==> config.mk <==
export PLATFORM = sky130hd
export DESIGN_NAME = mem_wb_pipe_stage
export DESIGN_NICKNAME = d
export VERILOG_FILES = /design/src/rtl/mem_wb_pipe_stage.sv
export SDC_FILE = /design/constraint.sdc
export NUM_CORES = 1
export LEC_CHECK = 0
export ABC_AREA = 1
export CORE_MARGIN = 4
export CORE_UTILIZATION = 45
export CTS_CLUSTER_DIAMETER = 150
export DETAILED_ROUTE_END_ITERATION = 10
export GPL_TIMING_DRIVEN = 0
export PLACE_DENSITY = 0.76
export SYNTH_ARGS = -nofsm -noshare
export SYNTH_HDL_FRONTEND = slang
export SYNTH_SLANG_ARGS = --single-unit
==> constraint.sdc <==
create_clock -name clk -period 5.55 [get_ports clk]
set_input_delay 1.665 -clock clk [delete_from_list [all_inputs] [get_ports clk]]
set_output_delay 1.665 -clock clk [all_outputs]
set_load 0.01 [all_outputs]
==> src/rtl/mem_wb_pipe_stage.sv <==
`default_nettype none
// ============================================================================
// Module   : mem_wb_pipe_stage
// Brief    : MEM->WB elastic pipeline stage with a 2-entry skid buffer,
//            synchronous flush and the write-back result mux. MAIN holds the
//            head beat and drives out_*. SKID catches the one extra beat that
//            can arrive while the consumer stalls. in_ready depends only on
//            registered state, so there is no combinational path from
//            out_ready back to in_ready.
// Revision : 1.0 - initial parametrised vector-lane version
// ============================================================================
module mem_wb_pipe_stage #(
  parameter int DATA_W = 16,
  parameter int LANES  = 1,
  parameter int RD_W   = 4,
  parameter int PC_W   = 16
) (
  input  logic                    clk,
  input  logic                    reset,
  input  logic                    flush,
  input  logic                    in_valid,
  output logic                    in_ready,
  input  logic                    in_regwrite,
  input  logic [1:0]              in_result_src,
  input  logic [RD_W-1:0]         in_rd,
  input  logic [PC_W-1:0]         in_pc_plus2,
  input  logic [LANES*DATA_W-1:0] in_alu_res,
  input  logic [LANES*DATA_W-1:0] in_read_data,
  input  logic [LANES*DATA_W-1:0] in_write_data,
  output logic                    out_valid,
  input  logic                    out_ready,
  output logic                    out_regwrite,
  output logic [1:0]              out_result_src,
  output logic [RD_W-1:0]         out_rd,
  output logic [PC_W-1:0]         out_pc_plus2,
  output logic [LANES*DATA_W-1:0] out_alu_res,
  output logic [LANES*DATA_W-1:0] out_read_data,
  output logic [LANES*DATA_W-1:0] out_write_data,
  output logic [LANES*DATA_W-1:0] out_result,
  output logic                    out_we
);

  localparam int c_VEC_W = LANES * DATA_W;
  localparam int c_PAY_W = 1 + 2 + RD_W + PC_W + 3 * c_VEC_W;

  typedef enum logic [1:0] {
    ST_EMPTY = 2'd0,
    ST_ONE   = 2'd1,
    ST_FULL  = 2'd2
  } state_t;

  state_t               r_state;
  state_t               w_state_nxt;
  logic [c_PAY_W-1:0]   r_main;
  logic [c_PAY_W-1:0]   r_skid;
  logic [c_PAY_W-1:0]   w_in_pay;
  logic                 w_accept;
  logic                 w_fire;
  logic                 w_load_main;
  logic                 w_main_from_skid;
  logic                 w_load_skid;
  logic [c_VEC_W-1:0]   w_pc_ext;

  // Payload fields travel together as one packed word through MAIN and SKID.
  assign w_in_pay = {in_regwrite, in_result_src, in_rd, in_pc_plus2,
                     in_alu_res, in_read_data, in_write_data};

  assign {out_regwrite, out_result_src, out_rd, out_pc_plus2,
          out_alu_res, out_read_data, out_write_data} = r_main;

  assign out_valid = (r_state != ST_EMPTY);
  assign in_ready  = (r_state != ST_FULL);
  assign w_accept  = in_valid & in_ready & ~flush;
  assign w_fire    = out_valid & out_ready;
  assign out_we    = w_fire & out_regwrite;

  // Next-state and payload-load decode; flush forces EMPTY and suppresses all loads.
  always_comb begin
    w_state_nxt      = r_state;
    w_load_main      = 1'b0;
    w_main_from_skid = 1'b0;
    w_load_skid      = 1'b0;
    if (flush) begin
      w_state_nxt = ST_EMPTY;
    end else begin
      case (r_state)
        ST_EMPTY: begin
          if (w_accept) begin
            w_state_nxt = ST_ONE;
            w_load_main = 1'b1;
          end
        end
        ST_ONE: begin
          if (w_accept && w_fire) begin
            w_load_main = 1'b1;
          end else if (w_fire) begin
            w_state_nxt = ST_EMPTY;
          end else if (w_accept) begin
            w_state_nxt = ST_FULL;
            w_load_skid = 1'b1;
          end
        end
        ST_FULL: begin
          if (w_fire) begin
            w_state_nxt      = ST_ONE;
            w_load_main      = 1'b1;
            w_main_from_skid = 1'b1;
          end
        end
        default: begin
          w_state_nxt = ST_EMPTY;
        end
      endcase
    end
  end

  // Occupancy state register.
  always_ff @(posedge clk or posedge reset) begin
    if (reset) begin
      r_state <= ST_EMPTY;
    end else begin
      r_state <= w_state_nxt;
    end
  end

  // Head register: refilled from the input or promoted from SKID on drain.
  always_ff @(posedge clk or posedge reset) begin
    if (reset) begin
      r_main <= '0;
    end else if (w_load_main) begin
      r_main <= w_main_from_skid ? r_skid : w_in_pay;
    end
  end

  // Skid register: captures the beat that arrives while the head is stalled.
  always_ff @(posedge clk or posedge reset) begin
    if (reset) begin
      r_skid <= '0;
    end else if (w_load_skid) begin
      r_skid <= w_in_pay;
    end
  end

  // pc+2 zero-extended into lane 0, all other lanes zero.
  always_comb begin
    w_pc_ext              = '0;
    w_pc_ext[PC_W-1:0]    = out_pc_plus2;
  end

  // Write-back result select: a pure mux over the head payload.
  always_comb begin
    out_result = out_alu_res;
    case (out_result_src)
      2'b00:   out_result = out_alu_res;
      2'b01:   out_result = out_read_data;
      2'b10:   out_result = w_pc_ext;
      2'b11:   out_result = out_write_data;
      default: out_result = out_alu_res;
    endcase
  end

endmodule
`default_nettype wire

==> results.yml <==
pwr:
  vdd.ir_drop.worst_uv: 273
  power.leakage_nw: 5.02
  power_per_cell_area_mw_per_mm2: 451
  fin_total_pwr_mw: 4.37
cts:
  cts_buffers: 17
  ctsLongestPathBuffers: 2
  clkLatencyLatePin_ns: 0.44
  cts_resized: 0
  cts_tree: "done"
  clock_sinks: 144
  postCtsSetupBuffers: 0
  cts_hold_buf: 0
  clk_pin_slew_ns: 0.06
  cts-root-buf: "clkbuf_16"
  htreeDepth: 4
run:
  maxCapViolCount: 0
place:
  dp.cells: 1337
  dpl.hpwl_um: 16400
  portBuffers: 165
  dpl-instance-area_sq_mm: 0.00906
  routabilityCongestion: 0.903
  place_ws_ns: 0.841
synth:
  seq_area_frac_synth_pct: 50.7
  yosysWarnings: 0
  yosysUniqueCellTypes: 21
  avgSynthCellArea_sq_um: 7.41
  synth_nets: 1036
  synth_seq_cells: 144
  netlist_instances: 960
  synth_area_sq_mm: 0.00711
critical_path:
  cp_common_cell: "clkdlybuf4s50_1"
  cp-end-kind: "output port"
  slowest_stage: "clkdlybuf4s50_1"
  max_stage_delay_ns: 0.55
  start_kind: "primary input"
  cp.arrival_ns: 3.01
  path_cells: "clkdlybuf4s50_1, nand2_1, nor2_1, clkdlybuf4s50_1"
  criticalPathCategory: "in -> out"
  required_ns: 3.88
  path_max_fanout: 4
timing:
  slew_viol_final: 0
  finClkSkew_ns: 0.00660
  hold_viol_final: 0
  setup_viol: 0
  fin_crit_sh_pct: 84.2
  layout_setup_ws_ns: 0.874
  fin_crit_ns: 4.68
  slew_headroom_pct: 58.9
  fin_tns_setup_ns: 0
  worstMarginPinSlew_ns: 0.616
  rsz0062_at_grt: "no"
  fmax_mhz: 214
route:
  vias: 6806
  dr.pass1.iters: 5
  route.detailed.drc: 0
  drt_iter0_drc: 601
  drt-wirelength-per-cell_um: 16.3
  wl_um: 22400
  final_antenna_net_count: 0
  viasPerCell: 4.97
floorplanning:
  core_sq_mm: 0.0153
  num_io_pins: 166
  die_w_um: 134
  die_area_sq_mm: 0.0179
  fp.dieH_um: 134
  rows: 45
  initial_utilization_pct: 46.4
global_routing:
  use_met2_pct: 40.0
  grt-ovfl-total: 0
  grt_pass1_vias: 6570
  grt_use_total_pct: 25.1
  antenna_found_initial: 0
  busiest_layer: "met2"
  met1_usage_pct: 34.2
  groute.layer.met3.usage_pct: 6.53
  grt_pass1_wl_um: 35000
  grt_max_degree: 87
status:
  status: "finished clean"
layout:
  fin_nets: 1221
  drive_above_1_share_pct: 5.61
  diodes: 0
  fin_cells: 1369
  synthToLayoutAreaGrowth_pct: 36.3
  final_cell_area_sq_mm: 0.00969
hold_path:
  min_path_type: "reg -> reg"
## power breakdown
| group | internal [mW] | switching, mW |
|---|---|---|
| combinational | 0.679 | 0.682 |
| clock | 0.785 | 0.450 |
| sequential | 1.45 | 0.326 |
| total | 2.91 | 1.46 |
## cell usage in the layout, fill, tap and decap left out
master,netlist,final
a21oi_1,2,2
buf_1,3,3
buf_16,0,1
buf_2,16,16
buf_6,8,8
bufinv_16,0,4
clkbuf_1,28,30
clkbuf_16,0,17
clkbuf_2,1,1
clkbuf_8,0,3
clkdlybuf4s50_1,0,165
clkinv_2,0,3
clkinvlp_4,0,3
dfrtp_1,144,144
inv_1,151,150
inv_2,1,1
inv_6,0,1
nand2_1,361,361
nand2_2,1,1
nand3_1,74,74
nand3_2,2,2
nand3b_4,1,1
nand4_1,17,17
nor2_1,5,5
nor2_2,1,1
nor2_4,1,1
o21ai_0,134,134
o21ai_1,8,8
o21ai_2,1,1
## layer usage
metal  share of wire [%]  wire length, um  up-vias
li1                    -                -     3345
met1                  43             9570     3167
met2                  47            10500      260
met3                 8.5             1910       34
met4                 1.9              423        0
met5                   0                0        -
## state kept, by name, summed over array words and instances, names as in the netlist
register / count
r_skid: 71
r_state: 2
r_main: 71
## stage by stage
step,util (%),hold slack (ns)
6_report,63.3,0.484
5_1_grt,63.3,0.508
4_1_cts,63.3,0.488
3_5_place_dp,59.1,0.473
3_3_place_gp,58.9,0.466
2_1_floorplan,-,0.453
## cells in the mapped netlist (all sizes together)
master,instances,share of area (%)
nand2,362,19
nand3,76,5.5
buf,27,2.6
nand3b,1,0.28
a21oi,2,0.14
o21ai,143,10
dfrtp,144,51
clkbuf,29,1.5
inv,152,8.0
nand4,17,1.5
nor2,7,0.51
## critical path, delay by kind of cell
kind	cells	cell delay (ns)
buffers and inverters	2	1.09
and+or+nand+nor	2	0.25
## worst paths after layout
kind	from	end	slack, ns	cells past startpoint
max in group asynchronous	reset	r_main[35]	3.06	3
worst min register to register	r_skid[40]	r_skid[40]	0.48	2
min in group asynchronous	reset	r_skid[11]	1.67	2
worst max-delay path	out_ready	out_we	0.87	4
worst max register to register	r_state[0]	r_main[29]	3.51	7
worst min-delay path	r_skid[40]	r_skid[40]	0.48	2
## final cells by class
class                      count  area [sq um]
fill                        1339          5630
sequential                   144          3600
multi-input combinational    608          2640
timing repair buffer         166          1680
inverter                     152           576
clock buffer                  22           474
buffer                        56           292
tap                          211           264
clock inverter                10           158
## kinds of logic after synthesis
kind of cell           synth area share (%)
AOI/OAI and AO/OA                      10.3
buffers and inverters                  12.1
DFF                                    50.7
and+or+nand+nor                        26.9
Power figures use the tool's default switching activity.
